<file path="src/rtl/mem_bus_arbiter_if.sv">
// Bundle of the fetch port, the data port and the shared memory bus seen by mem_bus_arbiter.
// Handshake: a requester holds x_req and its fields until x_resp_ok pulses for one cycle; the arbiter
// holds m_req and m_* stable until m_ok pulses for one cycle, and m_rdata is valid only alongside m_ok.
interface mem_bus_arbiter_if #(
  parameter int ADDR_W = 64,
  parameter int DATA_W = 64
);
  logic              i_req;
  logic [ADDR_W-1:0] i_addr;
  logic              i_resp_ok;
  logic [DATA_W-1:0] i_rdata;

  logic                i_unused_pad;
  logic                d_req;
  logic [ADDR_W-1:0]   d_addr;
  logic                d_we;
  logic [DATA_W-1:0]   d_wdata;
  logic [DATA_W/8-1:0] d_strobe;
  logic [2:0]          d_size;
  logic                d_resp_ok;
  logic [DATA_W-1:0]   d_rdata;

  logic                m_req;
  logic [ADDR_W-1:0]   m_addr;
  logic                m_we;
  logic [DATA_W-1:0]   m_wdata;
  logic [DATA_W/8-1:0] m_strobe;
  logic [2:0]          m_size;
  logic                m_ok;
  logic [DATA_W-1:0]   m_rdata;

  // Arbiter side.
  modport master (
    input  i_req, i_addr, d_req, d_addr, d_we, d_wdata, d_strobe, d_size, m_ok, m_rdata,
    output i_resp_ok, i_rdata, d_resp_ok, d_rdata,
    output m_req, m_addr, m_we, m_wdata, m_strobe, m_size
  );

  // Requester and memory side.
  modport slave (
    output i_req, i_addr, d_req, d_addr, d_we, d_wdata, d_strobe, d_size, m_ok, m_rdata,
    input  i_resp_ok, i_rdata, d_resp_ok, d_rdata,
    input  m_req, m_addr, m_we, m_wdata, m_strobe, m_size
  );
endinterface

</file>
<file path="src/rtl/mem_bus_arbiter.sv">
// Shares one memory bus between instruction fetch (I) and memory stage (D): D has priority, I is forced
// after MAX_D_STREAK back-to-back D grants. Optional bus timeout is built when ARB_TIMEOUT_EN is defined.
module mem_bus_arbiter #(
  parameter int ADDR_W       = 64,
  parameter int DATA_W       = 64,
  parameter int MAX_D_STREAK = 4,
  parameter int TIMEOUT      = 255
) (
  input  logic              clk,
  input  logic              reset,
  mem_bus_arbiter_if.master bus,
  output logic              timeout_err,
  output logic [1:0]        fsm_state
);
  typedef enum logic [1:0] {
    IDLE   = 2'd0,
    BUSY_I = 2'd1,
    BUSY_D = 2'd2
  } state_t;

  localparam int STRB_W = DATA_W / 8;

  state_t              state, state_n;
  logic [3:0]          streak, streak_n;
  logic                grant_i, grant_d;
  logic                expire;
  logic                i_ok, d_ok;
  logic [DATA_W-1:0]   resp_data;

  logic [ADDR_W-1:0]   addr_q;
  logic                we_q;
  logic [DATA_W-1:0]   wdata_q;
  logic [STRB_W-1:0]   strobe_q;
  logic [2:0]          size_q;
  logic [DATA_W-1:0]   i_rdata_q, d_rdata_q;

  always_ff @(posedge clk or negedge reset) begin
    if (!reset) begin
      state  <= IDLE;
      streak <= '0;
    end else begin
      state  <= state_n;
      streak <= streak_n;
    end
  end

  always_comb begin
    state_n  = state;
    streak_n = streak;
    grant_i  = 1'b0;
    grant_d  = 1'b0;
    i_ok     = 1'b0;
    d_ok     = 1'b0;
    case (state)
      IDLE: begin
        // The streak only grows while I is actually waiting; an uncontested D grant restarts it.
        if (bus.d_req && (!bus.i_req || (streak < 4'(MAX_D_STREAK)))) begin
          state_n  = BUSY_D;
          grant_d  = 1'b1;
          streak_n = bus.i_req ? streak + 4'd1 : 4'd0;
        end else if (bus.i_req) begin
          state_n  = BUSY_I;
          grant_i  = 1'b1;
          streak_n = 4'd0;
        end
      end
      BUSY_I: begin
        if (bus.m_ok || expire) begin
          i_ok    = 1'b1;
          state_n = IDLE;
        end
      end
      BUSY_D: begin
        if (bus.m_ok || expire) begin
          d_ok    = 1'b1;
          state_n = IDLE;
        end
      end
      default: state_n = IDLE;
    endcase
  end

  // Bus fields come only from these registers so requester changes mid-transaction are invisible.
  always_ff @(posedge clk or negedge reset) begin
    if (!reset) begin
      addr_q   <= '0;
      we_q     <= 1'b0;
      wdata_q  <= '0;
      strobe_q <= '0;
      size_q   <= 3'd0;
    end else if (grant_d) begin
      addr_q   <= bus.d_addr;
      we_q     <= bus.d_we;
      wdata_q  <= bus.d_wdata;
      strobe_q <= bus.d_strobe;
      size_q   <= bus.d_size;
    end else if (grant_i) begin
      addr_q   <= bus.i_addr;
      we_q     <= 1'b0;
      wdata_q  <= '0;
      strobe_q <= '0;
      size_q   <= 3'd3;
    end
  end

  always_ff @(posedge clk or negedge reset) begin
    if (!reset) begin
      i_rdata_q <= '0;
      d_rdata_q <= '0;
    end else begin
      if (i_ok) i_rdata_q <= resp_data;
      if (d_ok) d_rdata_q <= resp_data;
    end
  end

`ifdef ARB_TIMEOUT_EN
  logic [7:0] wait_cnt;

  always_ff @(posedge clk or negedge reset) begin
    if (!reset) begin
      wait_cnt <= '0;
    end else if (grant_i || grant_d) begin
      wait_cnt <= '0;
    end else if (state != IDLE) begin
      wait_cnt <= wait_cnt + 8'd1;
    end
  end

  // Counter is 0 in the first busy cycle, so m_req is held for exactly TIMEOUT cycles before abort.
  assign expire      = (state != IDLE) && !bus.m_ok && (wait_cnt == 8'(TIMEOUT - 1));
  assign timeout_err = expire;
`else
  logic unused_timeout;
  assign unused_timeout = (TIMEOUT > 0);
  assign expire         = 1'b0;
  assign timeout_err    = 1'b0;
`endif

  assign resp_data = expire ? '0 : bus.m_rdata;

  assign bus.m_req     = (state != IDLE);
  assign bus.m_addr    = addr_q;
  assign bus.m_we      = we_q;
  assign bus.m_wdata   = wdata_q;
  assign bus.m_strobe  = strobe_q;
  assign bus.m_size    = size_q;

  assign bus.i_resp_ok = i_ok;
  assign bus.d_resp_ok = d_ok;
  assign bus.i_rdata   = i_ok ? resp_data : i_rdata_q;
  assign bus.d_rdata   = d_ok ? resp_data : d_rdata_q;

  assign fsm_state = state;
endmodule

</file>
<file path="src/flat_wrapper.sv">
// flat-port wrapper written by rule: the top's interface ports become plain ports
module mem_bus_arbiter_flat 
#(
  parameter int ADDR_W       = 64,
  parameter int DATA_W       = 64,
  parameter int MAX_D_STREAK = 4,
  parameter int TIMEOUT      = 255
)
  (clk, reset, timeout_err, fsm_state, bus_i_req, bus_i_addr, bus_d_req, bus_d_addr, bus_d_we, bus_d_wdata, bus_d_strobe, bus_d_size, bus_m_ok, bus_m_rdata, bus_i_resp_ok, bus_i_rdata, bus_d_resp_ok, bus_d_rdata, bus_m_req, bus_m_addr, bus_m_we, bus_m_wdata, bus_m_strobe, bus_m_size);
  mem_bus_arbiter_if #(.ADDR_W(ADDR_W), .DATA_W(DATA_W)) bus_i ();
  input  logic clk;
  input  logic reset;
  output logic timeout_err;
  output logic [1:0] fsm_state;
  input wire logic [$bits(bus_i.i_req)-1:0] bus_i_req;
  input wire logic [$bits(bus_i.i_addr)-1:0] bus_i_addr;
  input wire logic [$bits(bus_i.d_req)-1:0] bus_d_req;
  input wire logic [$bits(bus_i.d_addr)-1:0] bus_d_addr;
  input wire logic [$bits(bus_i.d_we)-1:0] bus_d_we;
  input wire logic [$bits(bus_i.d_wdata)-1:0] bus_d_wdata;
  input wire logic [$bits(bus_i.d_strobe)-1:0] bus_d_strobe;
  input wire logic [$bits(bus_i.d_size)-1:0] bus_d_size;
  input wire logic [$bits(bus_i.m_ok)-1:0] bus_m_ok;
  input wire logic [$bits(bus_i.m_rdata)-1:0] bus_m_rdata;
  output wire logic [$bits(bus_i.i_resp_ok)-1:0] bus_i_resp_ok;
  output wire logic [$bits(bus_i.i_rdata)-1:0] bus_i_rdata;
  output wire logic [$bits(bus_i.d_resp_ok)-1:0] bus_d_resp_ok;
  output wire logic [$bits(bus_i.d_rdata)-1:0] bus_d_rdata;
  output wire logic [$bits(bus_i.m_req)-1:0] bus_m_req;
  output wire logic [$bits(bus_i.m_addr)-1:0] bus_m_addr;
  output wire logic [$bits(bus_i.m_we)-1:0] bus_m_we;
  output wire logic [$bits(bus_i.m_wdata)-1:0] bus_m_wdata;
  output wire logic [$bits(bus_i.m_strobe)-1:0] bus_m_strobe;
  output wire logic [$bits(bus_i.m_size)-1:0] bus_m_size;
  assign bus_i.i_req = bus_i_req;
  assign bus_i.i_addr = bus_i_addr;
  assign bus_i.d_req = bus_d_req;
  assign bus_i.d_addr = bus_d_addr;
  assign bus_i.d_we = bus_d_we;
  assign bus_i.d_wdata = bus_d_wdata;
  assign bus_i.d_strobe = bus_d_strobe;
  assign bus_i.d_size = bus_d_size;
  assign bus_i.m_ok = bus_m_ok;
  assign bus_i.m_rdata = bus_m_rdata;
  assign bus_i_resp_ok = bus_i.i_resp_ok;
  assign bus_i_rdata = bus_i.i_rdata;
  assign bus_d_resp_ok = bus_i.d_resp_ok;
  assign bus_d_rdata = bus_i.d_rdata;
  assign bus_m_req = bus_i.m_req;
  assign bus_m_addr = bus_i.m_addr;
  assign bus_m_we = bus_i.m_we;
  assign bus_m_wdata = bus_i.m_wdata;
  assign bus_m_strobe = bus_i.m_strobe;
  assign bus_m_size = bus_i.m_size;
  mem_bus_arbiter #(.ADDR_W(ADDR_W), .DATA_W(DATA_W), .MAX_D_STREAK(MAX_D_STREAK), .TIMEOUT(TIMEOUT)) u_core (.clk(clk), .reset(reset), .bus(bus_i), .timeout_err(timeout_err), .fsm_state(fsm_state));
endmodule
</file>
<file path="config.mk">
export PLATFORM = sky130hd
export DESIGN_NAME = mem_bus_arbiter_flat
export DESIGN_NICKNAME = d
export VERILOG_FILES = /design/src/rtl/mem_bus_arbiter_if.sv /design/src/rtl/mem_bus_arbiter.sv /design/src/flat_wrapper.sv
export SDC_FILE = /design/constraint.sdc
export NUM_CORES = 1
export LEC_CHECK = 0
export CAP_MARGIN = 20
export CORE_AREA = 5 5 212 214
export CTS_BUF_LIST = sky130_fd_sc_hd__clkbuf_4 sky130_fd_sc_hd__clkbuf_8
export DETAILED_ROUTE_END_ITERATION = 10
export DIE_AREA = 0 0 217 219
export HOLD_SLACK_MARGIN = 0.02
export PLACE_DENSITY = 0.58
export SYNTH_ARGS = -nofsm -noshare
export SYNTH_HDL_FRONTEND = slang
export SYNTH_SLANG_ARGS = --single-unit
</file>
<file path="constraint.sdc">
create_clock -name clk -period 4.3 [get_ports clk]
set_clock_uncertainty 0.2 [all_clocks]
set_input_delay 0.86 -clock clk [delete_from_list [all_inputs] [get_ports clk]]
set_output_delay 0.86 -clock clk [all_outputs]
set_load 0.05 [all_outputs]
</file>
* Yosys cells after proc, flatten, opt, wreduce, memory -nomap -nowiden
Index checks and enable logic that the tools add are counted.
Word-level totals: bits in registers 274, bits in latches 0, bits in writable memories 0, ROM bits 0, input bits 273, output and inout bits 274, memories 0
Cells by class: $add $sub $neg 1, multiply operators 0, div/mod/pow operators 0, $lt $le $gt $ge 1, equality and inequality tests 4, shift operators 0, mux-type cells 27, bitwise operators 0, reduce and logical (&&, ||, !) cells 10
Operators by type and width (number):
- 2-to-1 mux 64 bit | 6
- 2-to-1 mux 8 bit | 2
- 2-to-1 mux 4 bit | 3
- 2-to-1 mux 1 bit | 10
- 2-to-1 mux 2 bit | 3
- 2-to-1 mux 3 bit | 2
- nonzero test 2 bit | 3
- adder 4 x 1 -> 4 bit, second input constant | 1
- < comparator 4 x 3 -> 1 bit, second input constant | 1
- one-hot mux 2 bit (2 select lines) | 1
- AND reduction 2 bit | 2
- != test 3 x 2 -> 1 bit, second input constant | 1
- equality test 2 x 1 -> 1 bit, second input constant | 1
- equality test 2 bit, second input constant | 1
- logical NOT 2 bit | 1
- != test 2 x 1 -> 1 bit, second input constant | 1
- OR reduction 2 bit | 1
- logical AND 1 bit | 1
- logical NOT 1 bit | 1
- logical OR 1 bit | 1

* Longest topological paths before layout
depth in word-level cells 7, gate-level depth with buffers 8, depth with buffers taken out 5

* Worst setup path before layout
Ideal clock, no wire load.
path kind reg-to-output, from register u_core.state[0], in the netlist u_core.fsm_state[0], to output port bus_d_rdata[14], arrival 2.069 ns, slack 1.171 ns, cell stages (with the launch flop) 7, path buffers 2, path through dfrtp_1 -> inv_1 -> ha_1 -> nand2_1 -> clkbuf_1 -> buf_2 -> mux2_2
Between the ends: word-level cells in the longest chain between the ends 3
Ends and longest elaborated chain:
- start: declaration | RTL line mem_bus_arbiter.sv:23 | state_t state, state_n;
- start signal: assignment | RTL line mem_bus_arbiter.sv:42 | state <= state_n;
- equality test 2 bit | RTL line mem_bus_arbiter.sv:54 | case (state)
- 2-to-1 mux 1 bit | RTL line mem_bus_arbiter.sv:54
- 2-to-1 mux 64 bit | RTL line mem_bus_arbiter.sv:151 | assign bus.d_rdata = d_ok ? resp_data : d_rdata_q;
- end: declaration | RTL line flat_wrapper.sv:28 | output wire logic [$bits(bus_i.d_rdata)-1:0] bus_d_rdata;
Every way passes these cells.

* Worst setup path after layout
from input port bus_m_ok, to output port bus_d_rdata[29]
Between the ends: word-level cells in the longest chain between the ends 3
Ends and longest elaborated chain:
- start: declaration | RTL line flat_wrapper.sv:23 | input wire logic [$bits(bus_i.m_ok)-1:0] bus_m_ok;
- 2-to-1 mux 1 bit | RTL line mem_bus_arbiter.sv:74 | if (bus.m_ok || expire) begin
- 2-to-1 mux 1 bit | RTL line mem_bus_arbiter.sv:54
- 2-to-1 mux 64 bit | RTL line mem_bus_arbiter.sv:151
Every way passes these cells.

==> impl_results.md <==
- Met1 usage: 0.178
- Total gr overflow: 0
- Nets: between 1500 and 2000
- CP max stage cell: clkdlybuf4s50_1
- IO Count: ~550
- Drt wl/cell: a little over 20 um
- FF+latch count, synth: between 200 and 300
- Crit path DAT: between 2 and 3 ns
- Die H: between 200 and 250 um
- Startpoint Class: input port
- Synth cell types: 30
- Synth Cell Area: around 0.011 mm2
- Worst-margin pin slew: 0.893 ns
- Core ar.: roughly 0.043 mm2
- Met3 usage: 0.0549
- Busiest layer in global routing: met2
- Max FO, Critical Path: 38
- CP Capture Type: output port
- Slew headroom: 0.405
- Width of the die: 217 um
- Root Buffer: clkbuf_8
- CTS Buffer Depth: 3
- Ant diodes: 0
- Clock Latency Late Sink: 0.59 ns
- Pin count of the biggest net entering global routing: ~110
- HPWL Detailed: 28.1 mm
- Antenna-violating nets left: 0
- Max stage delay on crit path: between 0.4 and 0.5 ns
- Fin. Hold Viols: 0
- CTS tree: built
- Slew Limit Fails: 0
- 1st-pass router iterations: 4
- Reg clk slew, reported paths: 0.06 ns
- Syn Inst Count: slightly below 700
- GRT Util Overall: 0.155
- # hold bufs at CTS: 0
- # port buffers: approximately 550
- Cell row count: 76
- Crit share post-route: 0.846
- Yosys warning total: 0
- M2 GR Usage: 0.271
- DIE AREA: roughly 0.048 mm2
- First-pass GRT wire length: 57.5 mm
- Max Freq: approximately 0.27 GHz
- DRC: 0
- Seq/Total Area, Yosys: 0.649
- Avg Vias per Cell: around 4.4
- R2R setup slack: 1.94 ns
- Req. time, crit path: 3.24 ns
- Sink Count: ~270
- Critical path class: in -> out
- Max-Cap Viols: 0
- Synth Area per Inst: 15.3 um2
- Tmin final: about 3.6 ns
- Share of cells above drive strength 1: 0.298
- Routed via count: approximately 8000
- Starting DRT DRC Count: approximately 370
- Status: finished clean
- Initial core utilization: 0.247
- Post-route cell area: around 0.018 mm2
- Syn Nets: just under 1000
- Number of setup buffers added after CTS: 0
- RSZ-0062 raised after global routing: false
- Placed Area: 0.0164 mm2
- CTS Buf Count: 50
- Final core utilization: 0.411
- Cell Chain, Critical Path: clkdlybuf4s50_1, nand2_2, buf_12, mux2_2, buf_4
- Setup violators final: 0
- R2R cell count: 5
- Post_cts resized: 0
- Vias in the first global route: 9353
- RD Place Congestion: slightly above 0.8
- Area growth, synth to finish: 66.1%
- Sum Neg Setup Slack: 0 ns
- Hold Path Class: in -> async
- Htree depth: 2
- Post-Route WL: 38.3 mm
- Initial antenna violation count: 1
-- per-layer routing --
metal / up-vias / share of wire
li1: 3701 / -
met1: 4085 / 0.39
met2: 349 / 0.51
met3: 68 / 0.079
met4: 2 / 0.028
met5: - / 0.00037
-- state kept, by name (all words and copies together), names as in the netlist --
| name | count |
|---|---|
| u_core.bus.m_addr | 64 |
| u_core.bus.m_wdata | 64 |
| u_core.d_rdata_q | 64 |
| u_core.i_rdata_q | 64 |
| u_core.bus.m_strobe | 8 |
| u_core.streak | 4 |
| u_core.bus.m_size | 3 |
| u_core.fsm_state | 2 |
| u_core.bus.m_we | 1 |
-- critical path: cells and delay by family --
| family | cells | cell delay [ns] |
|---|---|---|
| buf+inv | 3 | 0.95 |
| mux | 1 | 0.39 |
| simple gates | 1 | 0.34 |
-- synthesized netlist by cell type --
cell type / count / area (um2)
o21ai_1: 3 / 15.0
buf_2: 25 / 125
buf_4: 2 / 15.0
o311ai_1: 1 / 8.76
o221a_1: 58 / 653
inv_1: 5 / 18.8
and2_1: 1 / 6.26
nor3b_1: 1 / 7.51
o21ai_2: 1 / 8.76
clkbuf_1: 17 / 63.8
a32o_1: 2 / 20.0
conb_1: 1 / 3.75
o221a_2: 6 / 67.6
nor2b_1: 1 / 6.26
dfrtp_1: 274 / 6860
mux2_2: 128 / 1440
inv_2: 1 / 3.75
a21oi_1: 1 / 5.00
nand2_1: 3 / 11.3
a22o_1: 74 / 648
o22a_1: 2 / 17.5
nand3_2: 1 / 10.0
nand2b_1: 65 / 407
and3_1: 1 / 6.26
o22ai_1: 1 / 6.26
o21ai_0: 1 / 5.00
ha_1: 4 / 50.1
buf_6: 5 / 56.3
buf_1: 4 / 15.0
nor2_1: 2 / 7.51
-- layout make-up --
cell class	instances	area [um2]
Clock buffer	88	1070
Clock inverter	5	52.6
Fill cell	4013	25100
Inverter	6	22.5
Multi-Input combinational cell	358	3440
Sequential cell	274	6860
Tap cell	546	683
Timing Repair Buffer	568	5420
-- cell families (layout without fill, tap and decap cells) --
family | count (synthesis) | count (layout) | share of synthesized area
simple gates | 75 | 75 | 0.0437
fa+ha+maj | 4 | 4 | 0.00474
compound gates | 150 | 150 | 0.138
mux | 128 | 128 | 0.136
buf+inv | 59 | 667 | 0.0282
flops | 274 | 274 | 0.649
other cells | 1 | 1 | 0.000355
-- through the flow --
stage / instances / hold WS (ns) / worst slack (ns)
after floorplan: 691 / 0.270 / 1.17
after global placement: 1752 / 0.275 / 0.696
after detailed placement: 1752 / 0.279 / 0.651
after CTS: 1845 / 0.116 / 0.639
after global routing: 1845 / 0.152 / 0.563
final: 1845 / 0.141 / 0.662
-- worst paths after layout --
check                                               to                  from
worst max-delay path                   bus_d_rdata[29]              bus_m_ok
worst min-delay path            u_core.bus.m_wdata[35]                 reset
worst max register to register   u_core.bus.m_addr[44]   u_core.fsm_state[0]
worst min register to register    u_core.bus.m_size[0]  u_core.bus.m_size[0]
max in group asynchronous          u_core.i_rdata_q[1]                 reset
min in group clk                  u_core.bus.m_size[0]  u_core.bus.m_size[0]
-- placed cells by master (no fill, tap or decap), drive strengths merged --
cell           instances
a21oi                  1
a22o                  74
a32o                   2
and2                   1
and3                   1
buf                  153
bufinv                 1
clkbuf                88
clkdlybuf4s50        415
clkinv                 3
clkinvlp               1
conb                   1
dfrtp                274
ha                     4
inv                    6
mux2                 128
nand2                  3
nand2b                65
nand3                  1
nor2                   2
nor2b                  1
nor3b                  1
o21ai                  5
o221a                 64
o22a                   2
o22ai                  1
o311ai                 1
Power is not shown: default switching activity piles up to over one toggle a cycle in this logic, so the estimate is an artifact.
==> patch (same flow settings) <==
Add a define of `ARB_TIMEOUT_EN`.
--- a/src/rtl/mem_bus_arbiter.sv
+++ b/src/rtl/mem_bus_arbiter.sv
@@ -1,5 +1,7 @@
 // Shares one memory bus between instruction fetch (I) and memory stage (D): D has priority, I is forced
 // after MAX_D_STREAK back-to-back D grants. Optional bus timeout is built when ARB_TIMEOUT_EN is defined.
+`define ARB_TIMEOUT_EN
+
 module mem_bus_arbiter #(
   parameter int ADDR_W       = 64,
   parameter int DATA_W       = 64,
Behaviour: same outputs for any inputs over 4 cycles, from zero or initial values and one cycle with reset low; that may be too few to reach the edited logic, so the function may still have changed.
==> patch against the original RTL <==
Cell area up 18%; sequential cell count up 8; synthesized area up 17%; critical path type is now reg -> out; die area unchanged; fmax down 10%; hold slack worse by 0.030 ns; critical path depth unchanged; sequential share of layout area down 4.9 points; wire length up 22%; worst setup slack worse by 0.42 ns.
==> patch: results (changes against the original RTL) <==
status: "complete, no violations"
via_per_inst: 4.91  # +10%
grt_pass1_wl_mm: 71.4  # +24%
synth_compound_area_share_pct: 28.5  # +15 points
clock_latency_ns: 0.61  # +0.02 ns
finalNonFillerCells: 2284  # +24%
buffers: 573  # +0.88%
dr.first_iter.drc_count: 590  # +58%
routed-wl-met3_mm: 4.18  # +38%
synthMuxAreaShare_pct: 0.0807  # -14 points
cts_buffers: 53  # +6.0%
grtUsageTotal_pct: 19.0  # +3.5 points
use_met2_pct: 30.8  # +3.7 points
postPlaceCellArea_um2: 19400  # +18%
yosys-top-cells-count: "282 x dfrtp_1, 133 x inv_1, 132 x o21ai_0, 131 x nor2_1"
gpl.final_weighted_congestion: 0.806  # +0.19%
n_antenna_cell: 4  # +4
drive_gt1_share_pct: 15.3  # -14 points
nNonClkInverters: 133  # +127
relSlewSlack_pct: 42.4  # +1.9 points
use_met1_pct: 23.7  # +5.9 points
synth_fp_nets: 1447  # +49%
synthTopCellsByArea: "dfrtp_1 57%, a2bb2oi_1 9.0%, a211oi_1 7.7%, o21ai_0 5.3%, a22o_1 5.2%"
synth_xor_area_share_pct: 0.0706  # +0.071 points
bufAreaShareNonClock_pct: 33.1  # +2.2 points
cts_root_buf: "clkbuf_8"
clkCellAreaFrac_pct: 5.89  # -0.49 points
clkSinkCount: 282  # +2.9%
antenna_found_initial: 7  # +6
critPathMaxFanout: 5  # -87%
synth-seq-area-share_pct: 56.9  # -8.0 points
yosysUniqueCellTypes: 36  # +20%
nFillCells: 3909  # -2.6%
nClkBuffers: 90  # +2.3%
nets: 1972  # +28%
syn_avg_cell_area_um2: 10.6  # -31%
dp_hpwl_mm: 32.6  # +16%
multiInputGateArea_um2: 4330  # +26%
wl_met1_mm: 19.3  # +30%
gr-usage-met3_pct: 7.08  # +1.6 points
p_total_mw: 20.0
design_area_um2: 20600  # +18%
max_stage_delay_ns: 0.90  # +0.43 ns
multi_input_comb_cells: 650  # +82%
grt_pass1_vias: 11900  # +27%
pre_cts_ws_ns: 0.597  # -0.0541 ns
-- patch: changes by cell type after synthesis, moves of 24 or more --
cell       unedited run  this run
a211oi_1              0       128
a2bb2oi_1             0       128
clkbuf_1             17        41
inv_1                 5       133
mux2_2              128         0
nand2b_1             65         0
nor2_1                2       131
o21ai_0               1       132
o221a_1              58         0
-- patch: final timing paths --
| path | start | end | slack (ns) | cells after the start |
|---|---|---|---|---|
| worst max-delay path | u_core.fsm_state[0] | timeout_err | 0.24 | 5 |
| worst min-delay path | reset | u_core.d_rdata_q[24] | 0.11 | 1 |
| worst max register to register | u_core.fsm_state[0] | u_core.bus.m_addr[47] | 1.78 | 7 |
| worst min register to register | u_core.bus.m_size[1] | u_core.bus.m_size[1] | 0.28 | 1 |
| max in group asynchronous | reset | u_core.bus.m_addr[1] | 2.73 | 2 |
| min in group clk | u_core.bus.m_size[1] | u_core.bus.m_size[1] | 0.28 | 1 |
